**config.mk**
```make
export PLATFORM = sky130hd
export DESIGN_NAME = stack_ret
export DESIGN_NICKNAME = d
export VERILOG_FILES = /design/src/rtl/stack_ret.sv
export SDC_FILE = /design/constraint.sdc
export NUM_CORES = 1
export LEC_CHECK = 0
export CAP_MARGIN = 0
export CORE_UTILIZATION = 35
export CTS_CLUSTER_DIAMETER = 50
export DETAILED_ROUTE_END_ITERATION = 8
export PLACE_DENSITY = 0.59
export SYNTH_ARGS = -nofsm -noshare
export SYNTH_HDL_FRONTEND = slang
export SYNTH_SLANG_ARGS = --single-unit
```
**constraint.sdc**
```tcl
create_clock -name clk -period 3.58 [get_ports clk]
set_input_delay 0.716 -clock clk [delete_from_list [all_inputs] [get_ports clk]]
set_output_delay 0.716 -clock clk [all_outputs]
set_load 0.05 [all_outputs]
```
**src/rtl/stack_ret.sv**
```systemverilog
// Return-address stack (LIFO) for the single-cycle CPU.
// Push stores PC+1 on a call. On a return the top entry is presented
// combinationally so the PC mux can load it in the same cycle, and the pop
// takes effect at the next rising edge. The block also reports occupancy and
// holds sticky overflow/underflow flags that clear only on reset.
module stack_ret #(
  parameter int AW  = 10,
  parameter int SPW = 4
) (
  input  logic          clk,
  input  logic          reset,
  input  logic          push,
  input  logic          pop,
  input  logic [AW-1:0] d_in,
  output logic [AW-1:0] d_out,
  output logic [SPW:0]  count,
  output logic          empty,
  output logic          full,
  output logic          ovf,
  output logic          unf
);

  localparam int           DEPTH   = 2 ** SPW;
  localparam logic [SPW:0] SP_FULL = (SPW + 1)'(DEPTH);
  localparam logic [SPW:0] SP_ONE  = (SPW + 1)'(1);

  // Storage is deliberately left unreset: d_out is forced to 0 while empty,
  // so stale contents are never visible.
  logic [AW-1:0]  mem_q [DEPTH];
  logic [SPW:0]   sp_q, sp_d;
  logic           ovf_q, ovf_d;
  logic           unf_q, unf_d;

  logic           sp_empty, sp_full;
  logic [SPW:0]   sp_m1;
  logic [SPW-1:0] top_idx;
  logic           wr_en;
  logic [SPW-1:0] wr_idx;

  assign sp_empty = (sp_q == '0);
  assign sp_full  = (sp_q == SP_FULL);
  assign sp_m1    = sp_q - SP_ONE;
  assign top_idx  = sp_m1[SPW-1:0];

  // Next-state for pointer, sticky flags and the array write port.
  always_comb begin
    sp_d   = sp_q;
    ovf_d  = ovf_q;
    unf_d  = unf_q;
    wr_en  = 1'b0;
    wr_idx = sp_q[SPW-1:0];
    unique case ({push, pop})
      2'b10: begin
        if (sp_full) begin
          ovf_d = 1'b1;
        end else begin
          wr_en  = 1'b1;
          wr_idx = sp_q[SPW-1:0];
          sp_d   = sp_q + SP_ONE;
        end
      end
      2'b01: begin
        if (sp_empty) begin
          unf_d = 1'b1;
        end else begin
          sp_d = sp_m1;
        end
      end
      2'b11: begin
        // Replace the top entry; on an empty stack this degenerates to a push
        // into slot 0, and neither error flag is touched.
        wr_en = 1'b1;
        if (sp_empty) begin
          wr_idx = '0;
          sp_d   = SP_ONE;
        end else begin
          wr_idx = top_idx;
        end
      end
      default: begin
        sp_d = sp_q;
      end
    endcase
  end

  // Pointer and sticky flags, cleared asynchronously by reset.
  always_ff @(posedge clk or negedge reset) begin
    if (!reset) begin
      sp_q  <= '0;
      ovf_q <= 1'b0;
      unf_q <= 1'b0;
    end else begin
      sp_q  <= sp_d;
      ovf_q <= ovf_d;
      unf_q <= unf_d;
    end
  end

  // Return-address array write port.
  always_ff @(posedge clk) begin
    if (wr_en) begin
      mem_q[wr_idx] <= d_in;
    end
  end

  // Top-of-stack read, purely from registered state.
  always_comb begin
    d_out = '0;
    if (!sp_empty) begin
      d_out = mem_q[top_idx];
    end
  end

  assign count = sp_q;
  assign empty = sp_empty;
  assign full  = sp_full;
  assign ovf   = ovf_q;
  assign unf   = unf_q;

endmodule

```
Yosys cells after proc, flatten, opt, wreduce, memory -nomap -nowiden

Memories as Yosys holds them, arrays and structs flattened.
Cells that the tools add are included.
W data, S select, Z words.

Memory bits (writable): 160
Output and inout port bits: 19
Bits of input ports: 14
Memories kept: 1
Logic and storage cells: 29
Bits in registers: 7

Memories:

| memory | depth | bits a word | read ports | clocked after memory_dff | wr ports | RTL line | source |
|---|---|---|---|---|---|---|---|
| mem_q  | 16    | 10          | 1          | 0                        | 1        | 29       | `logic [AW-1:0] mem_q [DEPTH];` |

Equality and inequality tests: 7
Add/sub/neg operators: 2
Mux-type cells: 11
Reductions and logical operators: 5

Operator list:

| operator              | count |
|---|---|
| $mux W5               | 3 |
| $pmux W5 S3           | 1 |
| $mux W10              | 1 |
| $mux W4               | 2 |
| $ne A2 B2 Y1 const B  | 3 |
| $add A5 B1 Y5 const B | 1 |
| $eq A5 B5 Y1 const B  | 1 |
| $logic_not A5 Y1      | 1 |
| $sub A5 B1 Y5 const B | 1 |
| $eq A2 B2 Y1 const B  | 2 |
| $reduce_and A2 Y1     | 2 |
| $reduce_and A4 Y1     | 1 |
| $mux W1               | 3 |
| $reduce_bool A3 Y1    | 1 |
| $eq A2 B1 Y1 const B  | 1 |
| $pmux W1 S2           | 1 |

Logic depth before layout (Yosys ltp)

Gate-level depths: netlist of run 1.

Word-level depth: 5
Depth in mapped cells: 10
Depth with buffers taken out: 7

Worst setup path before layout of run 1

No wires, ideal clock.

Path kind: reg-to-output
Start: register sp_q[0], in the netlist count[0]
End: output d_out[3]
Data arrival time: 3.200 ns
Setup slack: -0.336 ns
Stages on the path, launching flop included: 10
Data required time: 2.864 ns
Path buffers: 4
Cell sequence: dfrtp_1 > clkbuf_1 > buf_2 > inv_1 > ha_1 > clkbuf_1 > clkbuf_1 > mux4_2 > mux2i_1 > o22ai_1

Word-level cells in the longest chain between the ends: 3
Elaborated cells on any way between the ends: 4
Those cells by class: 1 x add/sub; 1 x mux; 1 x reduce/logical; 1 x memory

RTL lines:

| element                  | RTL line | source |
|---|---|---|
| start: declaration       | 30       | `logic [SPW:0] sp_q, sp_d;` |
| start signal: assignment | 93       | `sp_q <= sp_d;` |
| $sub A5 B1 Y5            | 42       | `assign sp_m1 = sp_q - SP_ONE;` |
| $mem_v2 Z16 W10          | -        |  |
| $mux W10 (*)             | 109      | `if (!sp_empty) begin` |
| end: declaration         | 15       | `output logic [AW-1:0] d_out,` |

Every way passes the cells marked *; elsewhere a longest branch is shown, timed or not.

Worst setup path after layout of run 1

Ends and elaborated chain as after synthesis.

==> impl_results.md, run 1 <==
- Outcome: finished, final reports clean
- Die width: 143 µm
- Fin crit share: 0.959
- Vias in the first global route: 3,692
- Area growth from synthesis to final layout: 21.5%
- Seq cells post-synth: 167
- Commonest cells after routing, fill and taps aside: edfxtp_1, mux4_2, buf_4
- Net Count, Synth: 386
- Clock transition at path regs: 0.06 ns
- Die height: 143 µm
- Max Cap Viol: 0
- Slowest stage cell, crit path: or4b_4
- Synth warnings: 0
- Row cnt: 51
- Number of synthesized flops with an enable pin: 160
- Area of the multi-input gates: 1990 µm²
- Top Family by Delay on Critical Path: simple AND/OR/NAND/NOR gates
- Root buf cell: clkbuf_16
- WS Path Type: flip-flop to output port
- Slew headroom: 0.403
- Sum of buffers and inverters on the critical path: 3
- Commonest non-fill, non-tap cell in the layout: edfxtp_1
- Gr usage total: 0.150
- Fmax: 291 MHz
- Cts hold-fix bufs: 0
- Most frequent cell on the critical path: buf_4
- Gr ovfl total: 0
- Post-synthesis async set-or-reset flop share: 0.0419
- FF/Latch Area: 4980 µm²
- Final nets: 437
- Final Slew Violations: 0
- Setup skew after layout: 0.00600 ns
- Crit-path cells: inv_1 -> ha_2 -> or4b_4 -> nand2b_1 -> buf_4 -> o22ai_2 -> buf_4
- Placed wire-length estimate: 8.81 mm
- Register area share after synthesis: 0.714
- # DRC: 0
- Final wirelength: 14.0 mm
- Initial Util: 0.358
- Final instance area: 8470 µm²
- Post-Synthesis Cells: 369
- Die area: 20,500 µm²
- Final Hold Viols: 0
- Final Critical Period: 3.43 ns
- H-tree Lvls: 4
- Placed Area: 7880 µm²
- CTS tree: done
- Initial antenna violation count: 0
- Clk_lat worst skew: 0.43 ns
- Core ar.: 19,500 µm²
- CP peak stage delay: 0.58 ns
- N_diodes: 0
- WHS: 0.462 ns
- 1st-iter DRT viols: 267
- Post-synth cell types: 52
- Via count: 3,600
- Critical path data arrival time: 2.72 ns
- Pre-Repair DR Iteration Count: 4
- Crit path capture type: output port
- Routability cong.: 0.798
- Hold Path Class: flip-flop to flip-flop
- Worst-margin pin slew: 0.892 ns
- WP data required: 2.86 ns
- Max FO, Critical Path: 10
- Pin count of the biggest net entering global routing: 54
- Num CTS Buffers: 17
- First-pass GRT wire length: 21.8 mm
- Setup TNS: 0 ns
- Drt wl/cell: 20.1 µm
- Layout cells sized above 1: 0.307
- RSZ-0062 raised after global routing: false
- Count of buffers from port buffering: 32
- IO Pins: 33
- Avg Cell Area, Syn: 18.9 µm²
- Clock Path Buffers: 2
- R2R Setup Slk: 0.66 ns
- Synthesized area: 6970 µm²
- Postcts setup bufs: 0
- Fillcell total: 1,639
- Final setup fails: 0
- # clock sinks: 167
- Ys flop type: edfxtp_1
- Post-DRT Antenna Nets: 0
- DR vias/cell: 5.16
- Worst setup SP type: flip-flop
[worst paths after layout]
| check | depth (start not counted) | to | from |
|---|---|---|---|
| max in group asynchronous | 1 | count[0] | reset |
| worst max register to register | 6 | mem_q[0][3] | count[0] |
| worst min-delay path | 1 | unf | unf |
| min in group asynchronous | 1 | count[4] | reset |
| worst min register to register | 1 | unf | unf |
| worst max-delay path | 7 | d_out[3] | count[0] |
[flip-flops by register name (all words and copies together) (netlist names)]
signal  flops
mem_q     160
count       5
ovf         1
unf         1
[metrics by stage]
step,setup slack (ns),utilization,std cells
2_1_floorplan,-0.0346,-,369
3_3_place_gp,0.509,0.405,666
3_5_place_dp,0.426,0.405,666
4_1_cts,0.00763,0.435,698
5_1_grt,0.0150,0.435,698
6_report,0.146,0.435,698
[final cells by class]
class	count	area share
clock buffer	17	0.0502
clock inverter	15	0.0188
inverter	5	0.00222
multi-input combinational	173	0.235
sequential	167	0.588
tap	265	0.0391
timing repair buffer	56	0.0659
[Yosys cell counts, drive strengths merged, types with 2 or more instances]
library cell  number  area, µm²
and2               4       25.0
nor3               6       35.0
mux2               3       45.0
nor4               3       18.8
o221ai             2       17.5
edfxtp           160       4800
a21o               2       15.0
clkbuf             8       30.0
buf               16       92.6
nand2              8       30.0
ha                 3       37.5
a21oi              3       15.0
a22oi              2       28.8
inv                5       18.8
dfrtp              7        175
nor2              24       90.1
o22ai             10       62.6
o21ai              8       51.3
nand2b             3       18.8
mux2i             22        220
or2                2       12.5
nor3b              5       37.5
mux4              40        901
[layer usage]
| metal | track usage | vias up | share of wire |
|---|---|---|---|
| met5 | 0 | - | 0 |
| met4 | 0.0645 | 0 | 0.017 |
| met3 | 0.0252 | 19 | 0.042 |
| met2 | 0.245 | 72 | 0.50 |
| met1 | 0.198 | 1890 | 0.44 |
| li1 | - | 1619 | - |
[cells by family after synthesis]
group           share of synthesized area
compound gates                     0.0393
xor+xnor                          0.00251
fa+ha+maj                         0.00539
buf+inv                            0.0203
flops                               0.714
mux                                 0.167
simple gates                       0.0508
[repair_timing]
item | CTS | global route
endpoints found under the setup margin | 1 | 10
pin swaps | 0 | 0
resized for setup | 1 | 1
Power of run 1 is not shown: default switching activity piles up to over one toggle a cycle in this logic, so the estimate is an artifact.
==> inputs of run 2 (changes only) <==
- CELL_PAD_IN_SITES_DETAIL_PLACEMENT: unset -> 2
- CELL_PAD_IN_SITES_GLOBAL_PLACEMENT: unset -> 2
- PLACE_DENSITY: 0.59 -> 0.7
- SKIP_LAST_GASP: unset -> 1
==> run 2 against run 1 <==
Effect of this change: routed wire length is 27% higher; global-route usage up 4.1 points; critical endpoint is now d_out[6]; via count rose by 2.8%; highest routed layer unchanged; final cell count rose by 0.43%; non-clock buffer count is 3 higher; worst setup slack lost 0.096 ns.
==> impl_results.md, run 2 (same netlist as run 1, synthesis figures left out) <==
- Area growth from synthesis to final layout: 21.3%
- Drt wl/cell: 25.4 µm (+27%)
- WHS: 0.466 ns (+0.00348 ns)
- PwrDens: 1030 nW/µm²
- Final Util: 0.434 (-0.000772)
- Gr ovfl total: 0 (unchanged)
- Max reg flops: 160 (unchanged)
- Gr usage total: 0.191 (+0.0407)
- Fillcell total: 1,786 (+9.0%)
- Fin crit share: 0.986 (+0.0269)
- Final Hold Viols: 0 (unchanged)
- RSZ-0062 raised after global routing: true
- # clock sinks: 167 (unchanged)
- Hold Path Class: flip-flop to flip-flop
- Core ar.: 19,500 µm² (unchanged)
- Via count: 3,699 (+2.8%)
- Die area: 20,500 µm² (unchanged)
- Final setup fails: 0 (unchanged)
- Commonest non-fill, non-tap cell in the layout: edfxtp_1
- Leak: 2.82 nW
- Cell count after placement: 669 (+0.45%)
- Worst setup SP type: flip-flop
- N_diodes: 0 (unchanged)
- Crit path capture type: output port
- CTS tree: done
- Max Cap Viol: 0 (unchanged)
- Row cnt: 51 (unchanged)
- Pin count of the biggest net entering global routing: 54 (unchanged)
- H-tree Lvls: 4 (unchanged)
- 1st-iter DRT viols: 227 (-15%)
- Cell Count, Final, Fillers Out: 701 (+0.43%)
- Clock transition at path regs: 0.06 ns (about the same)
- Max FO, Critical Path: 53 (+43)
- Clock Path Buffers: 2 (unchanged)
- Num CTS Buffers: 17 (unchanged)
- Post-DRT Antenna Nets: 0 (unchanged)
- FF/Latch Area: 4980 µm² (about the same)
- Depth of the worst hold-timing path: 1 (unchanged)
- Final Critical Period: 3.53 ns (+0.0964 ns)
- R2R cell count: 6 (unchanged)
- IO Pins: 33 (unchanged)
- Cts hold-fix bufs: 0 (unchanged)
- Count of buffers from port buffering: 32 (unchanged)
- DR vias/cell: 5.28 (+2.3%)
- First-pass GRT wire length: 26.8 mm (+23%)
- Pre-Repair DR Iteration Count: 4 (unchanged)
- WP data required: 2.86 ns (about the same)
- # DRC: 0 (unchanged)
- Area of the multi-input gates: 2000 µm² (+0.50%)
- Final WS setup: 0.0498 ns (-0.0964 ns)
- Final nets: 440 (+0.69%)
- Clk_lat worst skew: 0.44 ns (about the same)
- Die width: 143 µm (unchanged)
- Final wirelength: 17.8 mm (+27%)
- Pre-CTS WS: 0.466 ns (+0.0397 ns)
- Root buf cell: clkbuf_16
- Routability cong.: 0.711 (-11%)
- Initial antenna violation count: 0 (unchanged)
- Setup skew after layout: 0.00843 ns (+0.00243 ns)
- Reg with most FFs: mem_q
- Peak VDD IR: 0.335 mV
- Slew headroom: 0.358 (-0.0449)
- Initial Util: 0.358 (unchanged)
- Die height: 143 µm (unchanged)
- Placed wire-length estimate: 11.2 mm (+27%)
- Worst-margin pin slew: 0.959 ns (+0.0671 ns)
- Critical path data arrival time: 2.81 ns (+0.09 ns)
- Layout cells sized above 1: 0.303 (-0.00441)
- Fmax: 283 MHz (-2.7%)
- WS Path Type: flip-flop to output port
- Commonest cells after routing, fill and taps aside: edfxtp_1, mux4_2, buf_4
- Vias in the first global route: 4,085 (+11%)
- Final Slew Violations: 0 (unchanged)
- Outcome: finished, final reports clean
==> run 2: path summary, 6_finish.rpt <==
| check | startpoint | to | slack (ns) |
|---|---|---|---|
| max | count[0] | d_out[6] | 0.05 |
| min | unf | unf | 0.47 |
| max reg2reg | count[0] | mem_q[0][0] | 0.59 |
| min reg2reg | unf | unf | 0.47 |
| max in group asynchronous | reset | count[0] | 2.73 |
| min in group asynchronous | reset | ovf | 0.56 |
==> run 2: layout make-up <==
class                   count  area share
inverters                   5     0.00222
flip-flops and latches    167       0.589
clock inverters            15      0.0195
repair buffers             59      0.0627
clock buffers              17      0.0503
multi-input cells         173       0.237
well taps                 265      0.0392
==> run 2: per-stage QoR <==
| step | TNS [ns] | total power, mW | area, µm² |
|---|---|---|---|
| 4_1_cts | 0 | 8.81 | 8450 |
| 2_1_floorplan | -0.0346 | 5.58 | 7100 |
| 3_5_place_dp | 0 | 6.88 | 7850 |
| 5_1_grt | -0.159 | 9.07 | 8460 |
| 6_report | 0 | 8.71 | 8460 |
| 3_3_place_gp | 0 | 6.76 | 7850 |
==> run 2: worst max-delay path: stages (launching register included) <==
cell and delay [ns]:
dfrtp_2 0.43, buf_12 0.21, nor3_2 0.31, xnor2_2 0.16
buf_4 0.36, mux2i_1 0.51, o22ai_4 0.12, buf_4 0.21
==> run 2: timing repair <==
item | in CTS | in global routing
setup buffers | 0 | 0
endpoints found under the setup margin | 4 | 5
resized for setup | 1 | 1
==> run 2: routing by layer <==
layer,global-route usage,wire length (µm),part of all wire
met2,0.330,9330,0.52
met3,0.0309,723,0.041
met1,0.244,7530,0.42
met4,0.0645,229,0.013
met5,0,0,0
==> run 2: report_power, final <==
group          internal (mW)  switching [mW]  leakage [nW]
Sequential              2.36          0.0966          1.53
Clock                   1.04           0.807         0.287
Combinational           1.74            2.67          1.01
Total                   5.14            3.57          2.82
No activity file was read; power rests on OpenSTA's default activity.
